File: config.mk
export PLATFORM = sky130hd
export DESIGN_NAME = lfsr_keystream_ctrl
export DESIGN_NICKNAME = d
export VERILOG_FILES = /design/src/rtl/lfsr_pkg.sv /design/src/rtl/ks_deser.sv /design/src/rtl/lfsr_keystream_ctrl.sv
export SDC_FILE = /design/constraint.sdc
export NUM_CORES = 1
export LEC_CHECK = 0
export ABC_AREA = 1
export BUFFER_PORTS_ARGS = -buffer_cell sky130_fd_sc_hd__buf_2
export CAP_MARGIN = 40
export CORE_MARGIN = 2
export CORE_UTILIZATION = 42
export CTS_BUF_LIST = sky130_fd_sc_hd__clkbuf_8
export DETAILED_ROUTE_END_ITERATION = 8
export PLACE_DENSITY = 0.67
export SLEW_MARGIN = 10
export SYNTH_ARGS = -nofsm -noshare
export SYNTH_HDL_FRONTEND = slang
export SYNTH_SLANG_ARGS = --single-unit
File: constraint.sdc
create_clock -name Clk -period 1.6 [get_ports Clk]
set_input_delay 0.32 -clock Clk [delete_from_list [all_inputs] [get_ports Clk]]
set_output_delay 0.32 -clock Clk [all_outputs]
set_load 0.02 [all_outputs]
File: src/rtl/lfsr_pkg.sv
// Shared types and constants for the LFSR keystream controller and its deserialiser.
package lfsr_pkg;

    localparam int SEED_W = 80;
    localparam int BYTE_W = 8;

    typedef enum logic [2:0] {
        ST_IDLE   = 3'd0,
        ST_LOAD   = 3'd1,
        ST_WARMUP = 3'd2,
        ST_GEN    = 3'd3,
        ST_OUT    = 3'd4
    } ctrl_state_t;

endpackage

File: src/rtl/ks_deser.sv
// MSB-first serial-to-parallel byte register with a 3-bit bit counter.
module ks_deser
    import lfsr_pkg::*;
(
    input  logic              clk,
    input  logic              reset,
    input  logic              bit_in,
    input  logic              bit_en,
    input  logic              clr,
    output logic [BYTE_W-1:0] byte_out,
    output logic              byte_full
);

    logic [2:0] bit_cnt;

    always_ff @(posedge clk) begin
        if (reset || clr) begin
            byte_out <= '0;
            bit_cnt  <= '0;
        end else if (bit_en) begin
            byte_out <= {byte_out[BYTE_W-2:0], bit_in};
            bit_cnt  <= bit_cnt + 3'd1;
        end
    end

    // High in the cycle whose bit completes the byte, so the caller can leave GEN on that edge.
    assign byte_full = bit_en && (bit_cnt == 3'd7);

endmodule

File: src/rtl/lfsr_keystream_ctrl.sv
// Sequencer that loads the LFSR, discards a warm-up run and emits keystream bytes over valid/ready.
module lfsr_keystream_ctrl
    import lfsr_pkg::*;
#(
    parameter int WARMUP = 160,
    parameter int CNT_W  = 16
) (
    input  logic              Clk,
    input  logic              reset,
    input  logic              start,
    input  logic              abort,
    input  logic [SEED_W-1:0] seed_in,
    input  logic [CNT_W-1:0]  num_bytes,
    output logic              lfsr_par_load,
    output logic              lfsr_shift_en,
    output logic [SEED_W-1:0] lfsr_seed,
    input  logic              lfsr_ser_out,
    output logic [BYTE_W-1:0] ks_byte,
    output logic              ks_valid,
    input  logic              ks_ready,
    output logic              busy,
    output logic              done
);

    localparam logic [31:0] WARM_LAST = (WARMUP > 0) ? 32'(WARMUP - 1) : 32'd0;

    // Handshake: a byte transfers on a rising edge where ks_valid and ks_ready are
    // both high; ks_valid never drops and ks_byte never changes until that edge
    // (only abort or reset can withdraw it).
    ctrl_state_t      state;
    ctrl_state_t      state_nxt;
    logic [31:0]      warm_cnt;
    logic [CNT_W-1:0] remaining;
    logic             accept;
    logic             handshake;
    logic             byte_full;
    logic             bit_en;
    logic             deser_clr;

    assign accept    = (state == ST_IDLE) && start && !abort;
    assign handshake = (state == ST_OUT) && ks_ready && !abort;
    assign bit_en    = (state == ST_GEN);
    assign deser_clr = (state == ST_IDLE) || abort;

    always_comb begin
        state_nxt = state;
        if (abort && state != ST_IDLE) begin
            state_nxt = ST_IDLE;
        end else begin
            case (state)
                ST_IDLE:   if (accept && num_bytes != '0) state_nxt = ST_LOAD;
                ST_LOAD:   state_nxt = (WARMUP == 0) ? ST_GEN : ST_WARMUP;
                ST_WARMUP: if (warm_cnt == WARM_LAST) state_nxt = ST_GEN;
                ST_GEN:    if (byte_full) state_nxt = ST_OUT;
                ST_OUT:    if (ks_ready) state_nxt = (remaining == CNT_W'(1)) ? ST_IDLE : ST_GEN;
                default:   state_nxt = ST_IDLE;
            endcase
        end
    end

    // Outputs are decoded from the next state so every one of them comes straight from a flop.
    always_ff @(posedge Clk) begin
        if (reset) begin
            state         <= ST_IDLE;
            warm_cnt      <= '0;
            remaining     <= '0;
            lfsr_seed     <= '0;
            lfsr_par_load <= 1'b0;
            lfsr_shift_en <= 1'b0;
            ks_valid      <= 1'b0;
            busy          <= 1'b0;
            done          <= 1'b0;
        end else begin
            state         <= state_nxt;
            lfsr_par_load <= (state_nxt == ST_LOAD);
            lfsr_shift_en <= (state_nxt == ST_WARMUP) || (state_nxt == ST_GEN);
            ks_valid      <= (state_nxt == ST_OUT);
            busy          <= (state_nxt != ST_IDLE);
            done          <= (accept && num_bytes == '0) ||
                             (handshake && remaining == CNT_W'(1));
            warm_cnt      <= (state == ST_WARMUP) ? warm_cnt + 32'd1 : 32'd0;
            if (accept) begin
                lfsr_seed <= seed_in;
                remaining <= num_bytes;
            end else if (handshake) begin
                remaining <= remaining - CNT_W'(1);
            end
        end
    end

    ks_deser u_deser (
        .clk      (Clk),
        .reset    (reset),
        .bit_in   (lfsr_ser_out),
        .bit_en   (bit_en),
        .clr      (deser_clr),
        .byte_out (ks_byte),
        .byte_full(byte_full)
    );

endmodule
* After elaboration in Yosys (flattened, before gate mapping) *
Index checks and enable logic that the tools add are counted.

word-level totals
  logic and storage cells = 56
  input port bits = 102
  register bits = 147
  output and inout bits = 93

operators by class
  reduce and logical (&&, ||, !) cells = 21
  equality and inequality tests = 11
  bitwise logic cells = 1
  add/subtract/negate cells = 3
  multiplexer cells = 9

operators by type and width
  operator                                              number
  adder 32 x 1 -> 32 bit, second input constant         1
  equality test 32 x 8 -> 1 bit, second input constant  1
  two-way mux 16 bit                                    2
  equality test 16 x 1 -> 1 bit, second input constant  1
  logical NOT 16 bit                                    1
  nonzero test 16 bit                                   1
  subtractor 16 x 1 -> 16 bit, second input constant    1
  two-way mux 3 bit                                     5
  one-hot mux 3 bit (5 select lines)                    1
  equality test 3 x 2 -> 1 bit, second input constant   4
  equality test 3 bit, second input constant            3
  logical AND 1 bit                                     9
  equality test 3 x 1 -> 1 bit, second input constant   2
  nonzero test 3 bit                                    2
  logical OR 1 bit                                      4
  adder 3 x 1 -> 3 bit, second input constant           1
  logical NOT 3 bit                                     1
  two-way mux 2 bit                                     1
  nonzero test 2 bit                                    1
  OR reduction 2 bit                                    1
  logical NOT 1 bit                                     1
  NOT 1 bit                                             1

* Logic depth before layout (Yosys ltp) *
  depth after elaboration = 9
  mapped depth = 13
  depth with buffers taken out = 13

* Cells and area by module *
A second synthesis with hierarchy kept.

unflattened totals
  cell total of the unflattened synthesis = 938
  area, all modules = 6,515.0 µm²

by module, submodules not included
  module               times used  cells each  area each (µm²)  seq. area each (µm²)
  lfsr_keystream_ctrl  1           865         6,023.3          2,722.6
  ks_deser             1           73          491.7            220.2

* Least setup slack after synthesis *
OpenSTA, ideal clock, no wires.

  path kind = flip-flop to flip-flop
  start = reg remaining[0]
  end = reg remaining[14]
  path buffers = 0
  required time = 1.472 ns
  cell stages (with the launch flop) = 9
  arrival = 1.266 ns
  period minus slack after synthesis = 1.393 ns
  setup time = 0.128 ns
  slack = 0.207 ns
  cell sequence = dfxtp_1 -> inv_1 -> ha_1 -> nand2_1 -> nor2_1 -> nand2_1 -> xor2_1 -> a21oi_1 -> nor2_1

on the way
  word-level cells in the longest chain between the ends = 3

RTL lines
  item                         RTL line                   RTL
  start: declaration           lfsr_keystream_ctrl.sv:33  logic [CNT_W-1:0] remaining;
  start signal: assignment     lfsr_keystream_ctrl.sv:84  remaining <= num_bytes;
  start signal: assignment     lfsr_keystream_ctrl.sv:86  remaining <= remaining - CNT_W'(1);
  subtractor 16 x 1 -> 16 bit  lfsr_keystream_ctrl.sv:86
  two-way mux 16 bit           lfsr_keystream_ctrl.sv:85  end else if (handshake) begin
  two-way mux 16 bit           lfsr_keystream_ctrl.sv:82  if (accept) begin

Every way passes these cells. The select of a mux whose other input is x is not followed.
A chain may end at the register's enable or synchronous reset.

* Final worst setup path *
  start = reg warm_cnt[16]
  end = reg warm_cnt[22]

on the way
  word-level cells in the longest chain between the ends = 1

RTL lines
  item                      RTL line                   RTL
  start: declaration        lfsr_keystream_ctrl.sv:32  logic [31:0] warm_cnt;
  start signal: assignment  lfsr_keystream_ctrl.sv:81  warm_cnt <= (state == ST_WARMUP) ? warm_cnt + 32'd1 : 32'd0;
  adder 32 x 1 -> 32 bit    lfsr_keystream_ctrl.sv:81

Every way passes these cells.

==> impl_metrics.env <==
export IMPL_die_x_um=127
export IMPL_grt_pass1_wl_mm=28.7
export IMPL_rrSetupSlack_ns=0.09
export IMPL_crit_buf_inv=0
export IMPL_overflow=0
export IMPL_slew_violations=0
export IMPL_r2r_cells=7
export IMPL_rsz0062_at_grt="true"
export IMPL_power_w=0.00813
export IMPL_grt_util_met3_pct=6.95
export IMPL_crit_type="flip-flop to flip-flop"
export IMPL_gp_congestion=0.938
export IMPL_synth_seq_cells=147
export IMPL_synth_avg_cell_area_um2=6.97
export IMPL_first_global_vias=5980
export IMPL_yosys_cell_types_count=37
export IMPL_r2r_end="warm_cnt[22]"
export IMPL_synth_edff_count=0
export IMPL_place_hpwl_mm=12.6
export IMPL_synth_cells=917
export IMPL_cts_hold_buf=0
export IMPL_yosysWarnings=0
export IMPL_wl_per_cell_um=13.4
export IMPL_setup_ws_ns=0.0933
export IMPL_crit_path_top_delay_cell="dfxtp_1"
export IMPL_grt_util_met1_pct=28.5
export IMPL_final_common_cell="nor2_1"
export IMPL_hold_viol=0
export IMPL_critical_path_max_stage_delay_ns=0.41
export IMPL_preCtsSetupSlack_ns=0.0782
export IMPL_setup_tns_ns=0
export IMPL_skew_ns=0.0153
export IMPL_die_area_um2=16200
export IMPL_n_antenna_cell=0
export IMPL_clock_sinks=147
export IMPL_p_comb_share_pct=14.5
export IMPL_clk_latency_ns=0.46
export IMPL_path_clk_slew_ns=0.09
export IMPL_outcome="finished, final reports clean"
export IMPL_cts_max_level=4
export IMPL_cap_violations=0
export IMPL_hp_start="seed_in[11]"
export IMPL_p_sw_w=0.00242
export IMPL_fmax_mhz=664
export IMPL_final_cell_mix="244 x nor2_1, 194 x buf_2, 153 x nand2_1, 143 x dfxtp_1, 96 x o21ai_0"
export IMPL_tightest_slew_ns=0.384
export IMPL_start_util_pct=42.5
export IMPL_routed_via_count=6482
export IMPL_cp_arrival_ns=1.90
export IMPL_synth_fp_nets=1024
export IMPL_p_leak_nw=3.81
export IMPL_critPathMostFrequentCell="nand2_1"
export IMPL_crit_family="simple AND/OR/NAND/NOR gates"
export IMPL_num_io_pins=195
export IMPL_crit_path_end_kind="flip-flop"
export IMPL_synth_ff_type="dfxtp_1"
export IMPL_grt_max_degree=82
export IMPL_drt_iter0_markers=327
export IMPL_remaining_drc_errors=0
export IMPL_reg2reg_from="warm_cnt[16]"
export IMPL_min_period_over_period_pct=94.2
export IMPL_drive_above_1_share_pct=26.7
export IMPL_period_minus_slack_ns=1.51
export IMPL_hold_path_depth=3
export IMPL_cp_cell_sequence="nand2_2 -> nor3_4 -> nand2_1 -> nor2_1 -> nand2_1 -> or2_0 -> a21oi_1"
export IMPL_fin_nets=1234
export IMPL_cts_path_max_buffers=2
export IMPL_crit_path_start_kind="flip-flop"
export IMPL_synth_area_um2=6390
export IMPL_irDropWorstVdd_mv=0.822
export IMPL_top_usage_layer="met2"
export IMPL_cp_data_required_time_ns=1.99
export IMPL_drt_antenna_violating_nets=0
export IMPL_ctsRootBufferMaster="clkbuf_8"
export IMPL_drt_wl_total_mm=17.8
export IMPL_grt_util_met2_pct=35.5
export IMPL_core_area_um2=15000
export IMPL_num_rows=45
export IMPL_antenna_found_initial=0
export IMPL_async_flop_share_pct=0
export IMPL_io_buffers=194
export IMPL_synth_seq_area_share_pct=46.0
export IMPL_syn2layout_area_growth_pct=28.9
export IMPL_seqPwrFrac_pct=48.4
export IMPL_die_y_um=127
export IMPL_pwr_density_cell_nw_per_um2=987
export IMPL_intPower_w=0.00572
export IMPL_hp_class="input pin to flip-flop"
export IMPL_setup_violations_final=0
export IMPL_power_frac_clock_pct=37.2
export IMPL_worstPathMaxFanout=4
export IMPL_via_per_inst=4.88
export IMPL_cts_tree="built"
export IMPL_relSlewSlack_pct=74.4
export IMPL_p_sw_share_pct=29.7
export IMPL_dr_pass1_iters=5
export IMPL_grt_total_usage_pct=22.0
export IMPL_numCtsBuffers=17
export IMPL_holdPathEnd="lfsr_seed[11]"
## synthesized netlist by cell type, types with 2 or more instances
cell type | n | share of area (%)
a21oi_1 | 50 | 3.9
a31oi_1 | 4 | 0.39
buf_1 | 9 | 0.53
buf_2 | 5 | 0.39
buf_4 | 3 | 0.35
buf_6 | 2 | 0.35
clkbuf_1 | 15 | 0.88
clkinv_1 | 2 | 0.12
dfxtp_1 | 147 | 46
ha_1 | 5 | 0.98
inv_1 | 65 | 3.8
inv_2 | 5 | 0.29
nand2_1 | 155 | 9.1
nand2_2 | 3 | 0.29
nand3_1 | 26 | 2.0
nand3_2 | 2 | 0.31
nand3b_1 | 5 | 0.59
nand4_1 | 10 | 0.98
nor2_1 | 252 | 15
nor2_2 | 8 | 0.78
nor3_1 | 8 | 0.63
nor3_2 | 3 | 0.47
o21ai_0 | 96 | 7.5
o21ai_1 | 9 | 0.70
or2_0 | 3 | 0.29
or2_2 | 3 | 0.29
xnor2_1 | 2 | 0.27
xor2_1 | 11 | 1.5
## flip-flops by register name, indices dropped and copies added, names as in the netlist, 3 cells and up
signal            flops
state                 3
lfsr_seed            80
u_deser.byte_out      8
warm_cnt             32
remaining            16
u_deser.bit_cnt       3
## power by group through the flow
stage,clock network [W],registers (W),logic [W]
after floorplan,0,0.00420,0.000495
after global placement,0,0.00401,0.00114
after detailed placement,0,0.00401,0.00115
after CTS,0.00307,0.00393,0.00116
after global routing,0.00322,0.00396,0.00131
final,0.00302,0.00393,0.00118
## how the worst max path moves through the flow
stage	startpoint	to	slack, ns	cells after the start
2_1_floorplan	remaining[0]	remaining[14]	0.21	8
3_3_place_gp	warm_cnt[0]	warm_cnt[30]	0.1	7
3_5_place_dp	warm_cnt[0]	warm_cnt[30]	0.08	7
4_1_cts	warm_cnt[0]	warm_cnt[30]	0.06	7
5_1_grt	warm_cnt[16]	warm_cnt[22]	-0.08	7
6_report	warm_cnt[16]	warm_cnt[22]	0.09	7
## cell type report
class / instances / area [µm²]
repair buffers: 225 / 1270
clock inverters: 14 / 166
fillers: 1477 / 6790
clock buffers: 17 / 234
multi-input cells: 663 / 3100
flip-flops and latches: 147 / 2950
inverters: 73 / 279
well taps: 188 / 235
## metrics by stage
step	hold WS, ns	instance area [µm²]	util, %	std cells
3_5_place_dp	0.462	7710	51.3	1292
4_1_cts	0.0468	8110	53.9	1323
2_1_floorplan	0.440	6390	-	917
5_1_grt	0.0567	8240	54.8	1327
3_3_place_gp	0.456	7710	51.3	1292
6_report	0.0748	8240	54.8	1327
## metal layers
layer,part of all wire [%],routed length [µm],vias to the layer above
met3,7.3,1300,15
met2,48,8460,180
met1,44,7820,2940
met4,1.1,194,0
met5,0,0,-
li1,-,-,3347
## logic make-up (layout without fill, tap and decap cells)
group	count (synthesis)	count (layout)	share of synthesized area (%)
AO/OA/AOI/OAI	163	163	13.0
XOR/XNOR	13	13	1.78
AND/OR/NAND/NOR	482	482	31.4
buffers and inverters	107	329	6.83
adder cells (fa/ha/maj)	5	5	0.978
flip-flops	147	147	46.0
## worst register-to-register path, delay by kind of cell (launching register included)
kind             cells  cell delay, ns
AO/OA/AOI/OAI        1            0.12
flip-flops           1            0.41
AND/OR/NAND/NOR      6            0.93
## timing repair
| item | CTS | global route |
|---|---|---|
| resized for setup | 0 | 29 |
| setup endpoints to repair | 0 | 25 |
| buffers inserted | 0 | 4 |
Note: power is estimated with default switching activity, not from simulation.
